`src/rtl/player_link_rx.sv`:
```
// Player-2 control link receiver: SPI-style frame deserialiser with sync/checksum check.
// Define PLAYER_LINK_HOLD_EN to keep the last good controls when the link times out.
module player_link_rx #(
  parameter int unsigned FRAME_TIMEOUT = 100000,
  parameter int unsigned LINK_TIMEOUT  = 10000000
) (
  input  logic       clk,
  input  logic       reset,
  input  logic       link_sclk,
  input  logic       link_cs_n,
  input  logic       link_sdin,
  output logic       ctrl_valid,
  output logic       move_left,
  output logic       move_right,
  output logic       jump,
  output logic [1:0] attack,
  output logic       link_up,
  output logic [7:0] frame_err_count
);

  localparam int FT_W = $clog2(FRAME_TIMEOUT + 1);
  localparam int LT_W = $clog2(LINK_TIMEOUT + 1);
  localparam logic [FT_W-1:0] FT_MAX = FT_W'(FRAME_TIMEOUT);
  localparam logic [LT_W-1:0] LT_MAX = LT_W'(LINK_TIMEOUT);

  typedef enum logic [1:0] {IDLE, SHIFT, CHECK, ABORT} state_t;

  state_t          state_q, state_d;
  logic [2:0]      sclk_q, cs_q;
  logic [1:0]      sdin_q;
  logic [15:0]     sr_q, sr_d;
  logic [4:0]      cnt_q, cnt_d;
  logic [FT_W-1:0] tmo_q, tmo_d;
  logic [LT_W-1:0] lnk_q, lnk_d;
  logic [7:0]      err_q, err_d;
  logic            valid_q, valid_d;
  logic            left_q, left_d;
  logic            right_q, right_d;
  logic            jump_q, jump_d;
  logic [1:0]      atk_q, atk_d;
  logic            up_q, up_d;

  logic sclk_rise, cs_fall, cs_rise, good;

  // cs_n synchroniser resets low so a frame already in flight at
  // reset release never produces a falling edge.
  always_ff @(posedge clk or posedge reset) begin
    if (reset) begin
      sclk_q <= '0;
      cs_q   <= '0;
      sdin_q <= '0;
    end else begin
      sclk_q <= {sclk_q[1:0], link_sclk};
      cs_q   <= {cs_q[1:0], link_cs_n};
      sdin_q <= {sdin_q[0], link_sdin};
    end
  end

  assign sclk_rise = sclk_q[1] & ~sclk_q[2];
  assign cs_fall   = ~cs_q[1] & cs_q[2];
  assign cs_rise   = cs_q[1] & ~cs_q[2];

  assign good = (cnt_q == 5'd16) &&
                (sr_q[15:12] == 4'hA) &&
                (sr_q[3:0] == (sr_q[11:8] ^ sr_q[7:4] ^ 4'h5));

  always_comb begin
    state_d = state_q;
    sr_d    = sr_q;
    cnt_d   = cnt_q;
    tmo_d   = tmo_q;
    lnk_d   = lnk_q;
    err_d   = err_q;
    valid_d = 1'b0;
    left_d  = left_q;
    right_d = right_q;
    jump_d  = jump_q;
    atk_d   = atk_q;
    up_d    = up_q;

    if (lnk_q != LT_MAX) begin
      lnk_d = lnk_q + LT_W'(1);
    end else begin
      up_d = 1'b0;
`ifndef PLAYER_LINK_HOLD_EN
      left_d  = 1'b0;
      right_d = 1'b0;
      jump_d  = 1'b0;
      atk_d   = 2'b00;
`endif
    end

    unique case (state_q)
      IDLE: begin
        if (cs_fall) begin
          state_d = SHIFT;
          cnt_d   = '0;
          tmo_d   = '0;
        end
      end
      SHIFT: begin
        if (sclk_rise) begin
          sr_d  = {sr_q[14:0], sdin_q[1]};
          cnt_d = (cnt_q == 5'd17) ? cnt_q : cnt_q + 5'd1;
        end
        if (cs_rise) begin
          state_d = CHECK;
        end else if (tmo_q == FT_MAX) begin
          state_d = ABORT;
          err_d   = (err_q == 8'hFF) ? err_q : err_q + 8'd1;
        end else begin
          tmo_d = tmo_q + FT_W'(1);
        end
      end
      ABORT: begin
        if (cs_q[1]) state_d = IDLE;
      end
      CHECK: begin
        if (good) begin
          valid_d = 1'b1;
          left_d  = sr_q[11] & ~sr_q[10];
          right_d = sr_q[10] & ~sr_q[11];
          jump_d  = sr_q[9];
          atk_d   = sr_q[8:7];
          lnk_d   = '0;
          up_d    = 1'b1;
        end else begin
          err_d = (err_q == 8'hFF) ? err_q : err_q + 8'd1;
        end
        if (cs_fall) begin
          state_d = SHIFT;
          cnt_d   = '0;
          tmo_d   = '0;
        end else begin
          state_d = IDLE;
        end
      end
    endcase
  end

  always_ff @(posedge clk or posedge reset) begin
    if (reset) begin
      state_q <= IDLE;
      sr_q    <= '0;
      cnt_q   <= '0;
      tmo_q   <= '0;
      lnk_q   <= '0;
      err_q   <= '0;
      valid_q <= 1'b0;
      left_q  <= 1'b0;
      right_q <= 1'b0;
      jump_q  <= 1'b0;
      atk_q   <= '0;
      up_q    <= 1'b0;
    end else begin
      state_q <= state_d;
      sr_q    <= sr_d;
      cnt_q   <= cnt_d;
      tmo_q   <= tmo_d;
      lnk_q   <= lnk_d;
      err_q   <= err_d;
      valid_q <= valid_d;
      left_q  <= left_d;
      right_q <= right_d;
      jump_q  <= jump_d;
      atk_q   <= atk_d;
      up_q    <= up_d;
    end
  end

  assign ctrl_valid      = valid_q;
  assign move_left       = left_q;
  assign move_right      = right_q;
  assign jump            = jump_q;
  assign attack          = atk_q;
  assign link_up         = up_q;
  assign frame_err_count = err_q;

endmodule

```
`config.mk`:
```
export PLATFORM = sky130hd
export DESIGN_NAME = player_link_rx
export DESIGN_NICKNAME = d
export VERILOG_FILES = /design/src/rtl/player_link_rx.sv
export SDC_FILE = /design/constraint.sdc
export NUM_CORES = 1
export LEC_CHECK = 0
export ABC_AREA = 1
export BUFFER_PORTS_ARGS = -buffer_cell sky130_fd_sc_hd__buf_2
export CAP_MARGIN = 40
export CORE_ASPECT_RATIO = 0.7
export CORE_MARGIN = 5
export CORE_UTILIZATION = 45
export DETAILED_ROUTE_END_ITERATION = 16
export GPL_ROUTABILITY_DRIVEN = 0
export GPL_TIMING_DRIVEN = 0
export HOLD_SLACK_MARGIN = 0.1
export PLACE_DENSITY = 0.62
export SYNTH_ARGS = -nofsm -noshare
export SYNTH_HDL_FRONTEND = slang
export SYNTH_SLANG_ARGS = --single-unit
```
`constraint.sdc`:
```
create_clock -name clk -period 2.4 [get_ports clk]
set_input_delay 0.12 -clock clk [delete_from_list [all_inputs] [get_ports clk]]
set_output_delay 0.12 -clock clk [all_outputs]
set_load 0.02 [all_outputs]
```
; Word level (Yosys, flattened, before mapping)
; Index checks and enable logic that the tools add are counted.
[word_totals]
register_bits = 87
out_inout_bits = 15
elab_cells = 101
[op_classes]
addsub = 4
eq_ne = 20
n_mux = 39
bitwise = 12
n_reduce_logical = 11
[op_table]
columns = operator, count
row1 = $mux W24, 3
row2 = $mux W17, 3
row3 = $pmux W17 S2, 1
row4 = $mux W8, 4
row5 = $add A24 B1 Y24 const B, 1
row6 = $ne A24 B24 Y1 const B, 1
row7 = $add A17 B1 Y17 const B, 1
row8 = $eq A17 B17 Y1 const B, 1
row9 = $ne A2 B2 Y1 const B, 8
row10 = $pmux W8 S2, 1
row11 = $mux W1, 15
row12 = $mux W5, 3
row13 = $mux W2, 7
row14 = $reduce_and A4 Y1, 3
row15 = $eq A5 B5 Y1 const B, 2
row16 = $pmux W5 S2, 1
row17 = $add A8 B1 Y8 const B, 1
row18 = $eq A8 B8 Y1 const B, 1
row19 = $pmux W2 S4, 1
row20 = $add A5 B1 Y5 const B, 1
row21 = $and A1 B1 Y1, 5
row22 = $not A1 Y1, 5
row23 = $eq A2 B2 Y1 const B, 2
row24 = $eq A4 B4 Y1, 1
row25 = other kinds (12), 14

; Depth between registers and ports, before layout
; Gate-level depths: netlist (run 1).
[depth]
depth_word = 6
depth_mapped = 11

; Worst setup path before layout (run 1)
; OpenSTA, ideal clock, no wires.
[synth_timing]
path_type = register -> register
startpoint = register err_q[0], in the netlist frame_err_count[0]
endpoint = register err_q[2], in the netlist frame_err_count[2]
setup_ns = 0.118
t_arrival_ns = 1.445
required_ns = 2.282
slack_ns = 0.837
stages_incl_launch_ff = 10
synth_period_minus_slack_ns = 1.563
path_cell_list = dfrtp_1 > ha_1 > nand3_1 > nor2_1 > nand3_1 > nand2_1 > a21oi_4 > nand2_4 > nand2_1 > nand2_1
[synth_via]
elab_chain_cells = 5
[synth_rtl]
columns = item, line
row1 = start: declaration, 35  ; logic [7:0] err_q, err_d;
row2 = start signal: assignment, 161  ; err_q <= err_d;
row3 = $add A8 B1 Y8 / $eq A8 B8 Y1 (equally long branches), "110, 128"
row4 = $mux W8 *, "110, 128"
row5 = $mux W8, 108  ; end else if (tmo_q == FT_MAX) begin
row6 = $mux W8, 106  ; if (cs_rise) begin
row7 = $pmux W8 S2 *, 93  ; unique case (state_q)
; Every way passes the cells marked *; elsewhere a longest branch is shown, timed or not. The select of a mux whose other input is x is not followed.
; A chain may end at the register's enable or synchronous reset.

; Worst setup path in the final report (run 1)
[layout_timing]
startpoint = register tmo_q[0]
endpoint = register err_q[2], in the netlist frame_err_count[2]
[layout_via]
elab_chain_cells = 3
[layout_rtl]
columns = item, line
row1 = start: declaration, 33  ; logic [FT_W-1:0] tmo_q, tmo_d;
row2 = start signal: assignment, 159  ; tmo_q <= tmo_d;
row3 = $eq A17 B17 Y1, 108
row4 = $ne A2 B2 Y1 (no line), n/a
row5 = $reduce_and A4 Y1 (no line), n/a
; Every way passes these cells.

==> results.md, run 1 <==
- Max VDD drop: 0.418 mV
- Area growth from synthesis to layout: 14.1%
- Final Hold Viols: 0
- Unique cell type count in the Yosys netlist: 34
- FF+latch count, synth: 87
- Vias in the first global route: 3619
- CTS Buf Count: 9
- Hold Path Class: reg2reg
- Slew Limit Fails: 0
- Share of the synthesized area in the top cell type: 47.1%
- Chip width: 131 um
- Largest family of logic cells by synthesized area: simple AND/OR/NAND/NOR gates
- Ant diodes: 0
- Synth Cell Area: 4620 um2
- Final Skew: 8.28 ps
- Cell mode on critical path: nand2_1
- Top cells by area, synth: dfrtp_1, nand2_1, nor2_1, nand3_1, inv_1
- Routed Wire Length: 10000 um
- Most common library cell in the layout ignoring fill and taps: nand2_1
- Simple-gate portion of the synthesized area: 33.5%
- Final ANT Viol Nets: 0
- All-layer global routing usage: 17.0%
- Post-Synth XOR/XNOR Area: 2.09%
- Post-Syn Nets: 621
- Status: complete, no violations
- Vias: 3836
- Cell Rows: 31
- CTS HTree Levels: 3
- Final Power: 0.00408 W
- Worst-path cell chain: inv_1, ha_1, nand2_1, inv_1, nand2_1, nor2_2, nand3_2, a21oi_4, nand2_4, nand2_1, nand2_1
- I/O Pins: 20
- Sink Count: 87
- Power Dens Cells: 775 nW/um2
- Data arrival time of the worst path: 2070 ps
- Final core utilization: 51.7%
- Adder-Cell Fraction of Synth Area: 2.17%
- Initial antenna violation count: 0
- Clock Latency Late Sink: 340 ps
- CP Capture Type: flop
- Largest fanout on the critical path: 9
- # Post-CTS Setup Buffers: 0
- Sequential share of the synthesized area: 47.1%
- DR DRC count: 0
- Share of cells above drive strength 1: 12.8%
- Most frequent cells in the layout: nand2_1, dfrtp_1, nor2_1
- CP peak stage delay: 470 ps
- Multiplexer share of the synthesized area: 0%
- Slew margin rel.: 62.4%
- Die Span Y: 94.8 um
- Req. time, crit path: 2630 ps
- Final net count: 656
- Congestion Overflow GR: 0
- Post_cts resized: 0
- Wire per inst: 12.8 um
- Crit share post-route: 76.8%
- Largest net degree at the start of global routing: 47
- RSZ-0062 raised after global routing: no
- CTS root buffer: clkbuf_16
- PortBufs: 19
- EDFF count, synth: 0
- First-pass GRT wire length: 17100 um
- Core Area: 10200 um2
- Final setup fails: 0
- Yosys warnings: 0
- Total Die Area: 12400 um2
- Post-route minimum period: 1840 ps
- Slowest cell on the critical path: dfrtp_1
- Reg clk slew, reported paths: 70 ps
- Actual transition at the worst max-transition pin: 564 ps
- Min Hold Slack: 350 ps
- Vias/cell: 4.92
- Avg Cell Area, Syn: 7.60 um2
- Max Cap Viol: 0
- Critical path type: reg2reg
- DRT iter0 DRCs: 275
- Gate count of the mapped netlist: 608
- Leak Pwr: 2.54 nW
- Post-synth top area cell: dfrtp_1
- Clock buffer depth: 2
- Max Fclk: 542 MHz
- CTS tree: built
- Post-synth top flop: dfrtp_1
- First-pass DRT Iterations: 6
- Startpoint types: flop
- Initial Utilization: 45.3%
- Fraction of registers with async set/reset: 100%
- Compound-Gate Fraction of Synth Area: 7.34%
- DP HPWL: 7220 um
-- registers in the layout, indices dropped and copies added (netlist names), 2 cells and up --
| name | count |
|---|---|
| lnk_q | 24 |
| sclk_q | 3 |
| sdin_q | 2 |
| tmo_q | 17 |
| attack | 2 |
| cs_q | 3 |
| state_q | 2 |
| frame_err_count | 8 |
| cnt_q | 5 |
| sr_q | 16 |
-- critical path: cells and delay by family, from the launching register on --
kind	cells	cell delay (ps)
adders and majority gates	1	140
buffers and inverters	2	140
DFF	1	470
AOI/OAI and AO/OA	1	330
and+or+nand+nor	7	650
-- metrics by stage --
step                      cell area (um2)  std cells  setup slack (ps)  setup TNS, ps
after global routing                 5270        780               395              0
after global placement               4880        759             -1150         -99680
final                                5270        780               556              0
after floorplan                      4620        608              29.8              0
after detailed placement             4910        760               582              0
after CTS                            5270        780               539              0
-- cell usage after synthesis, drive strengths merged, types with 2 or more instances --
cell    count
nor3b       2
inv        75
ha          8
o21ai      47
or2         5
a31o        2
nor2       87
nor3        9
clkinv      3
dfrtp      87
o21bai      2
nand3      61
clkbuf      2
buf        10
nand2     172
a21oi      12
xor2        9
xnor2       2
nand4      10
-- logic make-up after synthesis --
| kind of cell | after synthesis |
|---|---|
| simple gates | 349 |
| buf+inv | 90 |
| flops | 87 |
| compound gates | 63 |
| xor+xnor | 11 |
| fa+ha+maj | 8 |
-- final cells by class --
class	instances	area, um2
Clock buffer	10	229
Buffer	12	68.8
Fill cell	936	4930
Tap cell	132	165
Clock inverter	6	91.3
Sequential cell	87	2180
Inverter	78	295
Multi-Input combinational cell	431	2080
Timing Repair Buffer	24	163
-- where the power goes --
| part | leakage [nW] | internal [W] | switching, W |
|---|---|---|---|
| registers | 1.17 | 0.00161 | 0.000146 |
| logic | 1.21 | 0.000264 | 0.000540 |
| clock network | 0.158 | 0.000922 | 0.000602 |
-- what timing repair did --
action / 4_1_cts / 5_1_grt
hold buffers: 4 / 0
endpoints found under the hold margin: 44 / 0
endpoints found under the setup margin: 0 / 0
-- final timing paths --
kind	startpoint	slack [ps]	endpoint	cells after the start
max	tmo_q[0]$_DFFE_PP0P_	560	frame_err_count[2]$_DFFE_PP0P_	11
min	cs_q[0]$_DFF_PP0_	350	cs_q[1]$_DFF_PP0_	0
max reg2reg	tmo_q[0]$_DFFE_PP0P_	560	frame_err_count[2]$_DFFE_PP0P_	11
min reg2reg	cs_q[0]$_DFF_PP0_	350	cs_q[1]$_DFF_PP0_	0
max in group asynchronous	reset	1400	tmo_q[16]$_DFFE_PP0P_	4
min in group asynchronous	reset	380	lnk_q[8]$_DFF_PP0_	3
-- metal layers --
layer,global-route usage [%],up-vias,share of wire (%)
met4,5.10,0,1.1
met2,25.0,67,41
met3,4.58,11,4.7
met1,24.6,1765,53
met5,0,-,0
li1,-,1993,-
Note: power is estimated with default switching activity, not from simulation.
==> inputs of run 2 (changes only) <==
PLACE_DENSITY = 0.59   (was 0.62)
clock period = 1.7 ns   (was 2.4 ns; I/O delays follow)
==> results.md, run 2 (synthesis results as in run 1) <==
- Final Hold Viols: 0 (unchanged)
- Power Dens Cells: 1070 nW/um2 (+38%)
- Chip width: 131 um (unchanged)
- I/O Pins: 20 (unchanged)
- DP HPWL: 7450 um (+3.1%)
- DR DRC count: 0 (unchanged)
- Congestion Overflow GR: 0 (unchanged)
- Hold Path Class: in2async
- CTS tree: built
- Flip-flop count of the largest register after layout: 24 (unchanged)
- CP Capture Type: flop
- Final setup fails: 0 (unchanged)
- DRT iter0 DRCs: 260 (-5.5%)
- Ant diodes: 0 (unchanged)
- Top flop regs: lnk_q x24, tmo_q x17, sr_q x16
- Vias/cell: 4.95 (+0.72%)
- Final Power: 0.00580 W (+42%)
- Leak Pwr: 2.59 nW (+2.1%)
- End of the worst register-to-register path: frame_err_count[4]$_DFFE_PP0P_
- Max VDD drop: 0.592 mV (+42%)
- Worst-path cell chain: inv_2, ha_1, nand2_1, nor3_2, nand3_1, nor2_2, nand3_4, buf_4, nand2_4, nand2_2, nand2_1
- Final ANT Viol Nets: 0 (unchanged)
- Data arrival time of the worst path: 1940 ps (-130 ps)
- Sink Count: 87 (unchanged)
- Slowest cell on the critical path: dfrtp_1
- Actual transition at the worst max-transition pin: 554 ps (-9.64 ps)
- First-pass GRT wire length: 17300 um (+0.89%)
- Placed inst area: 4920 um2 (+0.28%)
- CP peak stage delay: 410 ps (-60 ps)
- Register area: 2180 um2 (+0.11%)
- Vias in the first global route: 3484 (-3.7%)
- Reg clk slew, reported paths: 70 ps (about the same)
- CTS HTree Levels: 3 (unchanged)
- Max Cap Viol: 0 (unchanged)
- All-layer global routing usage: 17.1% (+0.034 points)
- Area growth from synthesis to layout: 17.4%
- WP buf/inv: 2 (unchanged)
- Vias: 3913 (+2.0%)
- Slew Limit Fails: 0 (unchanged)
- Largest fanout on the critical path: 8 (-1)
- Max Fclk: 600 MHz (+11%)
- CP top delay family: simple AND/OR/NAND/NOR gates
- Setup WS post-layout: 33.2 ps (-523 ps)
- CTS root buffer: clkbuf_16
- PortBufs: 19 (unchanged)
- Wire per inst: 12.9 um (+0.42%)
- Place WS: -139 ps (-721 ps)
- Initial antenna violation count: 0 (unchanged)
- Reg2reg path depth: 11 (unchanged)
- Min Hold Slack: 287 ps (-62.8 ps)
- Share of cells above drive strength 1: 16.6% (+3.8 points)
- Fillers: 983 (+5.0%)
- Die Span Y: 94.8 um (unchanged)
- Total Die Area: 12400 um2 (unchanged)
- Startpoint types: flop
- Design Area, Final: 5420 um2 (+2.9%)
- Final Skew: 9.56 ps (+1.28 ps)
- Final net count: 666 (+1.5%)
- Clock Latency Late Sink: 340 ps (about the same)
- Slew margin rel.: 63.0% (+0.64 points)
- Clock buffer depth: 2 (unchanged)
- Most flops, register: lnk_q
- Post-route minimum period: 1670 ps (-177 ps)
- Req. time, crit path: 1970 ps (-660 ps)
- Largest net degree at the start of global routing: 39 (-17%)
- Crit share post-route: 98.0% (+21 points)
- Core Area: 10200 um2 (unchanged)
- Most common library cell in the layout ignoring fill and taps: nand2_1
- Status: complete, no violations
- R2R setup slack: 30 ps (-520 ps)
- Critical path type: reg2reg
- Cell Rows: 31 (unchanged)
- First-pass DRT Iterations: 4 (-2)
- RSZ-0062 raised after global routing: yes
- Most frequent cells in the layout: nand2_1, dfrtp_1, nor2_1
- Routed Wire Length: 10200 um (+1.7%)
- CTS Buf Count: 9 (unchanged)
- Multi-input gate area: 2140 um2 (+2.8%)
- Initial Utilization: 45.3% (unchanged)
- Cell mode on critical path: nand2_1
- Reg2Reg Launch Point: cnt_q[0]$_DFFE_PP0P_
## run 2: worst reg2reg max path: cells and delay by family (launching register included)
| kind | cells | cell delay (ps) |
|---|---|---|
| adders and majority gates | 1 | 140 |
| DFF | 1 | 410 |
| buffers and inverters | 2 | 250 |
| and+or+nand+nor | 8 | 810 |
## run 2: layer usage
layer / GRT usage, % / wire length [um] / vias to the layer above
li1: - / - / 2023
met1: 25.6 / 5490 / 1811
met2: 24.4 / 4140 / 65
met3: 4.21 / 415 / 14
met4: 4.67 / 123 / 0
met5: 0 / 0 / -
## run 2: where the power goes
part | internal (W) | switching (W) | total [W]
sequential | 0.00228 | 0.000196 | 0.00247
combinational | 0.000520 | 0.000874 | 0.00139
clock | 0.00105 | 0.000874 | 0.00193
total | 0.00385 | 0.00194 | 0.00580
## run 2: metrics by stage
stage | TNS [ps] | utilization [%] | std cells
after detailed placement | -2510 | 48.3 | 761
after CTS | 0 | 52.0 | 785
after global routing | -1530 | 53.2 | 790
final | 0 | 53.2 | 790
after floorplan | 0 | - | 608
after global placement | -6150 | 47.9 | 759
## run 2: worst max-delay path by stage
stage,startpoint,to,slack (ps),cells past startpoint
finish,cnt_q[0]$_DFFE_PP0P_,frame_err_count[4]$_DFFE_PP0P_,30,11
global route,cnt_q[0]$_DFFE_PP0P_,frame_err_count[2]$_DFFE_PP0P_,-90,11
CTS,cnt_q[0]$_DFFE_PP0P_,lnk_q[4]$_DFF_PP0_,7,10
detailed placement,tmo_q[0]$_DFFE_PP0P_,frame_err_count[2]$_DFFE_PP0P_,-140,11
global placement,tmo_q[0]$_DFFE_PP0P_,frame_err_count[2]$_DFFE_PP0P_,-80,11
floorplan,frame_err_count[0]$_DFFE_PP0P_,frame_err_count[2]$_DFFE_PP0P_,140,9
## run 2: area by class of cell
cell class                 instances  area share [%]
buffer                            12            1.75
sequential                        87            40.2
inverter                          78            5.51
tap                              132            3.05
clock buffer                      10            4.41
multi-input combinational        431            39.5
timing repair buffer              34            4.71
clock inverter                     6           0.900
## run 2: what timing repair did
item,CTS,global route
resized for setup,5,23
pin swaps,4,6
setup endpoints to repair,52,55
hold buffers,4,0
setup buffers,4,5
hold endpoints to repair,28,0
==> inputs of run 3 (changes only) <==
PLACE_DENSITY = 0.72   (was 0.59)
==> results.md, run 3 (synthesis results as in run 1) <==
- Req. time, crit path: 1980 ps (about the same)
- Cell Rows: 31 (unchanged)
- Largest fanout on the critical path: 8 (unchanged)
- Clock Latency Late Sink: 350 ps (about the same)
- Ant diodes: 0 (unchanged)
- Top flop regs: lnk_q x24, tmo_q x17, sr_q x16
- Initial Utilization: 45.3% (unchanged)
- Area growth from synthesis to layout: 20.7%
- I/O Pins: 20 (unchanged)
- Max VDD drop: 0.767 mV (+29%)
- Die Span Y: 94.8 um (unchanged)
- Initial antenna violation count: 0 (unchanged)
- First-pass DRT Iterations: 4 (unchanged)
- CP Capture Type: flop
- PortBufs: 19 (unchanged)
- Crit share post-route: 96.0% (-2.0 points)
- Slew margin rel.: 64.5% (+1.5 points)
- First-pass GRT wire length: 17500 um (+1.3%)
- Placed inst area: 4920 um2 (unchanged)
- CTS Buf Count: 9 (unchanged)
- Vias: 4010 (+2.5%)
- Actual transition at the worst max-transition pin: 533 ps (-21.8 ps)
- Vias in the first global route: 3617 (+3.8%)
- Slowest cell on the critical path: dfrtp_1
- Final Skew: 9.69 ps (+0.126 ps)
- Post-route minimum period: 1630 ps (-34.2 ps)
- Clock buffer depth: 2 (unchanged)
- Startpoint types: flop
- Core Area: 10200 um2 (unchanged)
- Max Fclk: 613 MHz (+2.1%)
- CTS root buffer: clkbuf_16
- Inst Count DP: 761 (unchanged)
- Design Area, Final: 5580 um2 (+2.8%)
- Hold Path Class: in2async
- Cell mode on critical path: nand2_1
- RSZ-0062 raised after global routing: yes
- Congestion Overflow GR: 0 (unchanged)
- CTS tree: built
- Status: complete, no violations
- Largest net degree at the start of global routing: 40 (+2.6%)
- Max Cap Viol: 0 (unchanged)
- Final net count: 668 (+0.30%)
- All-layer global routing usage: 17.3% (+0.23 points)
- Leak Pwr: 2.63 nW (+1.3%)
- Share of cells above drive strength 1: 18.9% (+2.4 points)
- Final core utilization: 54.7% (+1.5 points)
- DP HPWL: 7220 um (-3.0%)
- Sink Count: 87 (unchanged)
- Vias/cell: 5.06 (+2.2%)
- Data arrival time of the worst path: 1910 ps (-30 ps)
- CP top delay family: simple AND/OR/NAND/NOR gates
- Routed Wire Length: 10400 um (+2.1%)
- DR DRC count: 0 (unchanged)
- Wire per inst: 13.1 um (+1.9%)
- Final Hold Viols: 0 (unchanged)
- WP buf/inv: 2 (unchanged)
- Most flops, register: lnk_q
- Total Die Area: 12400 um2 (unchanged)
- Reg clk slew, reported paths: 60 ps (about the same)
- Most common library cell in the layout ignoring fill and taps: nand2_1
- Worst-path cell chain: inv_2, ha_4, nand2_2, nor3_2, nand3_1, nor2_2, nand3_4, buf_6, nand2_8, nand2_1, nand2_1
- Critical path type: reg2reg
- Chip width: 131 um (unchanged)
- R2R setup slack: 70 ps (+30 ps)
- Slew Limit Fails: 0 (unchanged)
- Most frequent cells in the layout: nand2_1, dfrtp_1, nor2_1
- Final ANT Viol Nets: 0 (unchanged)
- Power Dens Cells: 1090 nW/um2 (+2.1%)
- Post-Layout Cell Count: 792 (+0.25%)
- CTS HTree Levels: 3 (unchanged)
- DRT iter0 DRCs: 363 (+40%)
- Fillers: 883 (-10%)
- Flip-flop count of the largest register after layout: 24 (unchanged)
- CP peak stage delay: 390 ps (-20 ps)
- Final setup fails: 0 (unchanged)
==> run 3: power by group <==
part	total (W)	switching, W	internal [W]
registers	0.00246	0.000180	0.00228
clock network	0.00217	0.000863	0.00131
logic	0.00146	0.000905	0.000554
total	0.00609	0.00195	0.00414
==> run 3: through the flow <==
step	power [W]	worst slack, ps	setup TNS [ps]	hold slack (ps)
6_report	0.00609	67.4	0	273
5_1_grt	0.00643	-63.5	-1020	319
4_1_cts	0.00597	17.4	0	280
3_5_place_dp	0.00364	-142	-4950	103
3_3_place_gp	0.00359	-82.7	-6230	193
2_1_floorplan	0.00331	137	0	116
==> run 3: layer usage <==
| layer | global-route usage, % | routed length, um |
|---|---|---|
| met5 | 0 | 0 |
| met4 | 5.80 | 118 |
| met3 | 4.47 | 575 |
| met2 | 24.5 | 4430 |
| met1 | 25.7 | 5270 |
==> run 3: final cells by class <==
class / count / area [um2] / share of cell area (%)
buffer: 12 / 97.6 / 1.75
clock buffer: 9 / 225 / 4.04
clock inverter: 7 / 103 / 1.84
inverter: 78 / 304 / 5.45
multi-input combinational: 431 / 2230 / 39.9
sequential: 87 / 2180 / 39.1
tap: 132 / 165 / 2.96
timing repair buffer: 36 / 275 / 4.94
==> run 3: final timing paths <==
check	to	cells past startpoint	from
max	frame_err_count[6]$_DFFE_PP0P_	11	cnt_q[0]$_DFFE_PP0P_
min	sclk_q[0]$_DFF_PP0_	3	reset
max reg2reg	frame_err_count[6]$_DFFE_PP0P_	11	cnt_q[0]$_DFFE_PP0P_
min reg2reg	sclk_q[1]$_DFF_PP0_	0	sclk_q[0]$_DFF_PP0_
max in group asynchronous	frame_err_count[0]$_DFFE_PP0P_	4	reset
min in group clk	sclk_q[1]$_DFF_PP0_	0	sclk_q[0]$_DFF_PP0_
==> run 3: worst min-delay path, cell delays in order <==
cell           delay [ps]
dlygate4sd3_1         530
buf_2                 130
clkinvlp_4            270
==> run 3: repair_timing <==
| action | CTS | global route |
|---|---|---|
| hold endpoints to repair | 90 | 0 |
| hold buffers | 4 | 0 |
| pin swaps | 4 | 2 |
| buffers inserted | 6 | 3 |
| setup endpoints to repair | 54 | 51 |
| cloned | 2 | 0 |
| gates resized for setup | 20 | 33 |
